--- src/rtl/pipe_intr_cp0_ctrl_pkg.sv ---
// Shared CP0 encodings: ExcCode values, mtc0 register selects, STATUS enable bits, FSM states.
package pipe_intr_cp0_ctrl_pkg;

  localparam logic [1:0] EXC_OV     = 2'b11;
  localparam logic [1:0] EXC_UNIMPL = 2'b10;
  localparam logic [1:0] EXC_SYS    = 2'b01;
  localparam logic [1:0] EXC_INTR   = 2'b00;

  localparam logic [1:0] SEL_NONE = 2'b00;
  localparam logic [1:0] SEL_STA  = 2'b01;
  localparam logic [1:0] SEL_CAU  = 2'b10;
  localparam logic [1:0] SEL_EPC  = 2'b11;

  localparam int STA_IE_INTR   = 0;
  localparam int STA_IE_SYS    = 1;
  localparam int STA_IE_UNIMPL = 2;
  localparam int STA_IE_OV     = 3;

  typedef enum logic {
    ST_RUN   = 1'b0,
    ST_FLUSH = 1'b1
  } cp0_state_e;

endpackage

--- src/rtl/pipe_intr_intr_sync.sv ---
// External interrupt front end: 2-FF synchronizer, rising-edge detect, pending latch.
module pipe_intr_intr_sync (
  input  logic clk,
  input  logic rst,
  input  logic intr,
  input  logic ack,
  output logic pending
);

  logic sync1_q, sync2_q, prev_q, pending_q;
  logic pending_d;

  // A held-high request produces exactly one rise, so only one acknowledge per assertion.
  always_comb begin
    pending_d = (sync2_q & ~prev_q) | (pending_q & ~ack);
  end

  always_ff @(posedge clk) begin
    if (rst) begin
      sync1_q   <= 1'b0;
      sync2_q   <= 1'b0;
      prev_q    <= 1'b0;
      pending_q <= 1'b0;
    end else begin
      sync1_q   <= intr;
      sync2_q   <= sync1_q;
      prev_q    <= sync2_q;
      pending_q <= pending_d;
    end
  end

  assign pending = pending_q;

endmodule

--- src/rtl/pipe_intr_cp0_ctrl.sv ---
// CP0 controller: STATUS/CAUSE/EPC, exception detect and priority for the EXE instruction,
// eret/mtc0 handling and a one-cycle RUN->FLUSH redirect FSM.
module pipe_intr_cp0_ctrl
  import pipe_intr_cp0_ctrl_pkg::*;
#(
  parameter logic [31:0] EXC_BASE = 32'h0000_0008,
  parameter logic [31:0] STA_RST  = 32'h0000_0000
) (
  input  logic        clk,
  input  logic        rst,
  input  logic        stall,
  input  logic        intr,
  output logic        inta,
  input  logic [31:0] e_pc,
  input  logic        e_bd,
  input  logic        e_ov,
  input  logic        e_arith,
  input  logic        e_sys,
  input  logic        e_unimpl,
  input  logic        e_eret,
  input  logic        e_mtc0,
  input  logic [1:0]  e_c0sel,
  input  logic [31:0] e_wdata,
  output logic [31:0] sta,
  output logic [31:0] cau,
  output logic [31:0] epc,
  output logic        cancel,
  output logic        redirect,
  output logic [31:0] pc_tgt,
  output logic        flush,
  output logic        state_dbg
);

  cp0_state_e  state_q, state_d;
  logic [31:0] sta_q, sta_d, cau_q, cau_d, epc_q, epc_d, pc_tgt_q, pc_tgt_d;
  logic        redirect_q, redirect_d;

  logic       pending;
  logic       ov_x, un_x, sy_x, in_x, any_x, run_ok;
  logic       exc, eret_take, mtc0_take;
  logic [1:0] code;

  pipe_intr_intr_sync u_intr_sync (
    .clk     (clk),
    .rst     (rst),
    .intr    (intr),
    .ack     (inta),
    .pending (pending)
  );

  always_comb begin
    ov_x   = e_ov & e_arith & sta_q[STA_IE_OV];
    un_x   = e_unimpl & sta_q[STA_IE_UNIMPL];
    sy_x   = e_sys & sta_q[STA_IE_SYS];
    in_x   = pending & sta_q[STA_IE_INTR];
    any_x  = ov_x | un_x | sy_x | in_x;
    run_ok = (state_q == ST_RUN) & ~stall;
    exc    = any_x & run_ok;
    if (ov_x)      code = EXC_OV;
    else if (un_x) code = EXC_UNIMPL;
    else if (sy_x) code = EXC_SYS;
    else           code = EXC_INTR;
    inta      = exc & ~ov_x & ~un_x & ~sy_x;
    eret_take = e_eret & run_ok & ~any_x;
    mtc0_take = e_mtc0 & run_ok & ~any_x;
    cancel    = exc | eret_take;
  end

  always_comb begin
    state_d    = state_q;
    sta_d      = sta_q;
    cau_d      = cau_q;
    epc_d      = epc_q;
    pc_tgt_d   = pc_tgt_q;
    redirect_d = redirect_q;
    case (state_q)
      ST_RUN: begin
        if (exc) begin
          // Exception in a delay slot restarts at the branch so the branch re-executes.
          epc_d      = e_bd ? (e_pc - 32'd4) : e_pc;
          cau_d      = {e_bd, 27'b0, code, 2'b00};
          sta_d      = {sta_q[27:0], 4'b0000};
          pc_tgt_d   = EXC_BASE;
          redirect_d = 1'b1;
          state_d    = ST_FLUSH;
        end else if (eret_take) begin
          sta_d      = {4'b0000, sta_q[31:4]};
          pc_tgt_d   = epc_q;
          redirect_d = 1'b1;
          state_d    = ST_FLUSH;
        end else if (mtc0_take) begin
          case (e_c0sel)
            SEL_STA: sta_d = e_wdata;
            SEL_CAU: cau_d = e_wdata;
            SEL_EPC: epc_d = e_wdata;
            default: ;
          endcase
        end
      end
      ST_FLUSH: begin
        if (!stall) begin
          redirect_d = 1'b0;
          state_d    = ST_RUN;
        end
      end
      default: begin
        redirect_d = 1'b0;
        state_d    = ST_RUN;
      end
    endcase
  end

  always_ff @(posedge clk) begin
    if (rst) begin
      state_q    <= ST_RUN;
      sta_q      <= STA_RST;
      cau_q      <= 32'h0;
      epc_q      <= 32'h0;
      pc_tgt_q   <= 32'h0;
      redirect_q <= 1'b0;
    end else begin
      state_q    <= state_d;
      sta_q      <= sta_d;
      cau_q      <= cau_d;
      epc_q      <= epc_d;
      pc_tgt_q   <= pc_tgt_d;
      redirect_q <= redirect_d;
    end
  end

  assign sta       = sta_q;
  assign cau       = cau_q;
  assign epc       = epc_q;
  assign pc_tgt    = pc_tgt_q;
  assign redirect  = redirect_q;
  assign flush     = redirect_q;
  assign state_dbg = state_q;

endmodule

--- config.mk ---
export PLATFORM = sky130hd
export DESIGN_NAME = pipe_intr_cp0_ctrl
export DESIGN_NICKNAME = d
export VERILOG_FILES = /design/src/rtl/pipe_intr_cp0_ctrl_pkg.sv /design/src/rtl/pipe_intr_intr_sync.sv /design/src/rtl/pipe_intr_cp0_ctrl.sv
export SDC_FILE = /design/constraint.sdc
export NUM_CORES = 1
export LEC_CHECK = 0
export CAP_MARGIN = 15
export CORE_MARGIN = 2
export CORE_UTILIZATION = 49
export DETAILED_ROUTE_END_ITERATION = 12
export PLACE_DENSITY = 0.85
export SKIP_CTS_REPAIR_TIMING = 1
export SLEW_MARGIN = 20
export SYNTH_ARGS = -nofsm -noshare
export SYNTH_HDL_FRONTEND = slang
export SYNTH_HIERARCHICAL = 1
export SYNTH_SLANG_ARGS = --single-unit
--- constraint.sdc ---
create_clock -name clk -period 5.3 [get_ports clk]
set_input_delay 0.53 -clock clk [delete_from_list [all_inputs] [get_ports clk]]
set_output_delay 0.53 -clock clk [all_outputs]
set_load 0.02 [all_outputs]
; Yosys cells after proc, flatten, opt, wreduce, memory -nomap -nowiden
; Index checks and enable logic that the tools add are counted.
[word_totals]
regBits = 134
in_bits = 77
output_inout_bits = 133
word_cells = 83
[classes]
add_sub_neg = 1
eq_ne = 6
n_mux = 26
bitwise_logic = 29
reduce_logical = 11
[ops]
columns = operator, count
row1 = 2-to-1 mux 32 bit, 15
row2 = subtractor 32 x 3 -> 32 bit (second input constant), 1
row3 = bitwise AND 1 bit, 16
row4 = inverter 1 bit, 8
row5 = AND reduction 4 bit, 2
row6 = nonzero test 2 bit, 4
row7 = 2-to-1 mux 1 bit, 7
row8 = nonzero test 3 bit, 2
row9 = bitwise OR 1 bit, 5
row10 = equality test 2 bit (second input constant), 2
row11 = 2-to-1 mux 2 bit, 2
row12 = != test 2 bit (second input constant), 2
row13 = one-hot mux 1 bit (2 select lines), 2
row14 = AND reduction 2 bit, 2
row15 = != test 3 bit (second input constant), 1
row16 = AND reduction 3 bit, 1
row17 = equality test 2 x 1 -> 1 bit (second input constant), 1

; Depth between registers and ports, before layout
[depth]
depth_word = 12
depth_mapped = 9
ltp_nobuf = 7

; Modules after synthesis
; Netlist, hierarchy kept.
[modules_own_cells]
columns = mod, n_inst, cells_per_inst, area_each_um2, seq_area_each_um2
row1 = pipe_intr_cp0_ctrl, 1, 799, 6115.9, 2602.5
row2 = pipe_intr_intr_sync, 1, 10, 130.1, 80.1

; Least setup slack after synthesis
; Ideal clock, no wire load.
[synth_path]
path_type = input-to-output
startpoint = input stall
endpoint = output inta
arrival_time_ns = 1.814
required_time_ns = 4.770
setup_slack_ns = 2.956
cell_stages = 5
n_path_buf = 2
cell_sequence = or2_2 clkbuf_1 a21oi_1 clkbuf_1 and3_1
[synth_between]
elab_chain_cells = 6
[synth_rtl]
columns = item, line_no
row1 = from (decl), pipe_intr_cp0_ctrl.sv:11  ; input logic stall,
row2 = inverter 1 bit, pipe_intr_cp0_ctrl.sv:57  ; run_ok = (state_q == ST_RUN) & ~stall;
row3 = bitwise AND 1 bit, pipe_intr_cp0_ctrl.sv:57
row4 = bitwise AND 1 bit, pipe_intr_cp0_ctrl.sv:58  ; exc = any_x & run_ok;
row5 = bitwise AND 1 bit (3 in series), pipe_intr_cp0_ctrl.sv:63  ; inta = exc & ~ov_x & ~un_x & ~sy_x;
row6 = to (decl), pipe_intr_cp0_ctrl.sv:13  ; output logic inta,
; No other way between the ends.

; Worst setup path after layout
[layout_path]
startpoint = input e_arith
endpoint = output cancel
[layout_between]
elab_chain_cells = 8
elab_cells_between_ends = 9
cone_classes = bitwise: 9
[layout_rtl]
columns = item, line_no
row1 = from (decl), pipe_intr_cp0_ctrl.sv:17  ; input logic e_arith,
row2 = bitwise AND 1 bit * (2 in series), pipe_intr_cp0_ctrl.sv:52  ; ov_x = e_ov & e_arith & sta_q[STA_IE_OV];
row3 = bitwise OR 1 bit * (3 in series), pipe_intr_cp0_ctrl.sv:56  ; any_x = ov_x | un_x | sy_x | in_x;
row4 = inverter 1 bit, pipe_intr_cp0_ctrl.sv:64  ; eret_take = e_eret & run_ok & ~any_x;
row5 = bitwise AND 1 bit, pipe_intr_cp0_ctrl.sv:64
row6 = bitwise OR 1 bit *, pipe_intr_cp0_ctrl.sv:66  ; cancel = exc | eret_take;
row7 = to (decl), pipe_intr_cp0_ctrl.sv:27  ; output logic cancel,
; Mark *: on every way between the ends. The rest lies on a longest branch, timed or not.

==> impl_metrics.json <==
{
  "clock_insertion_delay_worst_skew_ns": 0.42,
  "ys_async_sr_fraction_pct": 0,
  "diodes": 0,
  "antenna_found_initial": 0,
  "fmax_mhz": 289,
  "netlist-cell-type-count": 57,
  "route.antenna.remaining_nets": 0,
  "power_density_nw_per_um2": 318,
  "outcome": "completed",
  "timing.hold.worst_endpoint": "cau[27]",
  "timing.critical_path.required_ns": 4.77,
  "max_cap_viol_count": 0,
  "drt_pass1_iterations": 6,
  "synth-seq-cells": 134,
  "synth-edff-count": 0,
  "post-place-ws_ns": 1.88,
  "p_leak_nw": 3.06,
  "fin_total_pwr_mw": 2.84,
  "via_to_cell_ratio": 5.72,
  "arrival_time_of_data_at_the_critical_path_endpoint_ns": 2.93,
  "reg2reg_setup_slack_ns": 2.41,
  "tritoncts": "built",
  "synth_top_cell_area_share_pct": 42.9,
  "cts-htree-levels": 4,
  "finish.cell_count_without_fillers": 1167,
  "post-route-util_pct": 71.4,
  "hpwl_um": 14700,
  "grt_usage_pct": 30.0,
  "clock_tree.buffer_depth": 2,
  "final.period_utilization_pct": 65.3,
  "finalClockSkew_ns": 0.00614,
  "grt_pass1_wl_um": 31500,
  "effective_utilization_at_floorplan_pct": 49.9,
  "wl_per_cell_um": 17.8,
  "r2r.worst_path.cells": 5,
  "synth_top_flop_cell": "dfxtp_1",
  "swShare_pct": 29.7,
  "ys_top_cells_by_count": "nand2_1 (144), dfxtp_1 (134), nor2_1 (104), a21oi_1 (92), a211oi_1 (53)",
  "crit_path_start_kind": "input pin",
  "floorplan.rows": 41,
  "yosys-top-cells-area": "dfxtp_1 (43%), nand2_1 (8.7%), a21oi_1 (7.4%)",
  "fin_crit_ns": 3.46,
  "tightestPinTransition_ns": 1.03,
  "number_of_buffers_created_by_cts": 17,
  "power_report.internal_total_mw": 2.00,
  "report.final.hold_viol_count": 0,
  "clock_sinks": 134,
  "timing.hold.worst.start": "cau[27]",
  "grt_setup_unrepaired": "false",
  "dp.cells": 1135,
  "detailroute.via_count": 6679,
  "worst-path-max-fanout": 50,
  "timing_worst_setup_path_type": "input pin to primary output",
  "worstReg2RegStart": "state_dbg",
  "ys_seq_area_share_pct": 42.9,
  "final_nets": 1060,
  "clock_power_share_pct": 38.5,
  "drt-total-wl_um": 20800,
  "power.net_switching_mw": 0.844,
  "comb_power_share_pct": 21.6,
  "yosysWarnings": 6,
  "worstHoldPathType": "flop to flop",
  "first_global_vias": 5825,
  "num_io_pins": 210,
  "power.sequential.fraction_pct": 39.9,
  "syn_area_um2": 6250,
  "fin_tns_setup_ns": 0,
  "grt-ovfl-total": 0,
  "core_region_area_um2": 12500,
  "die-width_um": 117,
  "synth_most_common_cell": "nand2_1",
  "end_kind": "primary output",
  "detailed_place.area_um2": 8380,
  "timing.hold.ws_ns": 0.450,
  "worst_ir_drop_vdd_mv": 0.169,
  "root_buffer": "clkbuf_16",
  "die_area_um2": 13700,
  "final.fill_count": 1005,
  "port-buffer-count": 209,
  "final_critical_path_setup_slack_ns": 1.84,
  "post-synth-top-area-cell": "dfxtp_1",
  "gpl_wtd_cong": 0.927,
  "drt_first_iter_violations": 535,
  "grt_max_degree": 69,
  "mappedNetlistNets": 887,
  "final_design_area_no_fill_um2": 8940,
  "whs_path_depth": 2,
  "timing.slew.headroom_pct": 31.0,
  "drv_slew": 0,
  "area_growth_syn_to_layout_pct": 43.2,
  "rr_endpoint": "epc[10]",
  "drc_errors": 0,
  "setup_violations": 0,
  "syn_area_per_cell_um2": 7.72,
  "floorplan.die.height_um": 117,
  "drive_above_1_share_pct": 6.33,
  "syn_inst": 809,
  "clk_transition_reported_paths_ns": 0.05
}
-- metal layers --
layer,vias up,track usage [%],part of all wire (%)
li1,3223,-,-
met1,3093,40.9,42
met2,324,46.3,46
met3,39,8.44,10
met4,0,9.88,1.6
met5,-,0,0
-- cell type report --
type | count | area (µm²) | share of cell area, %
Sequential cell | 134 | 2680 | 30.0
Timing Repair Buffer | 217 | 2140 | 24.0
Multi-Input combinational cell | 607 | 3330 | 37.2
Inverter | 5 | 18.8 | 0.210
Tap cell | 172 | 215 | 2.41
Clock buffer | 24 | 512 | 5.72
Clock inverter | 8 | 46.3 | 0.518
-- worst max-delay path: stages --
cell and delay (ns):
clkdlybuf4s50_1 0.45, a32oi_1 0.37, nand2_1 0.10, buf_4 0.30, o21ai_2 0.46, inv_1 0.14
clkdlybuf4s50_1 0.56
-- state kept, by name, indices dropped and copies added (netlist names) --
register and flops:
cau 32, u_intr_sync/pending 1, sta 32, flush 1, u_intr_sync/sync2_q 1, state_dbg 1, epc 32, u_intr_sync/sync1_q 1
pc_tgt 32, u_intr_sync/prev_q 1
-- power by group through the flow --
| stage | Sequential [mW] | Combinational [mW] | Clock, mW |
|---|---|---|---|
| 2_1_floorplan | 1.22 | 0.254 | 0 |
| 6_report | 1.14 | 0.613 | 1.09 |
| 3_3_place_gp | 1.15 | 0.597 | 0 |
| 3_5_place_dp | 1.15 | 0.605 | 0 |
| 4_1_cts | 1.13 | 0.610 | 1.10 |
| 5_1_grt | 1.14 | 0.658 | 1.15 |
-- worst max-delay path by stage --
| stage | from | to | slack, ns | depth (start not counted) |
|---|---|---|---|---|
| 3_3_place_gp | e_pc[5] | epc[20] | 1.88 | 6 |
| 4_1_cts | e_arith | cancel | 1.89 | 7 |
| 5_1_grt | e_arith | cancel | 1.69 | 7 |
| 2_1_floorplan | stall | inta | 2.96 | 5 |
| 3_5_place_dp | e_arith | cancel | 1.88 | 7 |
| 6_report | e_arith | cancel | 1.84 | 7 |
-- cells in the final DEF (no fill, tap or decap), types with 6 or more instances in the layout --
cell             Yosys  final
nand2_1            144    143
a32oi_1              7      7
clkdlybuf4s50_1      0    207
nor4_1               6      6
nand3_1             37     37
a211oi_1            53     53
buf_4                3      8
a32o_1               7      7
dfxtp_1            134    134
a22oi_1             10     10
xor2_1               9      9
nor2b_1              6      6
o21ai_0             35     34
nor3_1              10     10
nor2_1             104    104
xnor2_1             10     10
a31oi_1              6      6
a21oi_1             92     90
clkinv_2             0      6
clkbuf_16            0     17
clkbuf_8             0      6
o211ai_1             6      6
-- kinds of logic after synthesis --
logic type | synth area share [%]
AOI/OAI and AO/OA | 24.0
xor gates and xnor gates | 2.66
adders and majority gates | 0.200
buffers and inverters | 4.55
DFF | 42.9
and+or+nand+nor | 25.6
Power figures use the tool's default switching activity.
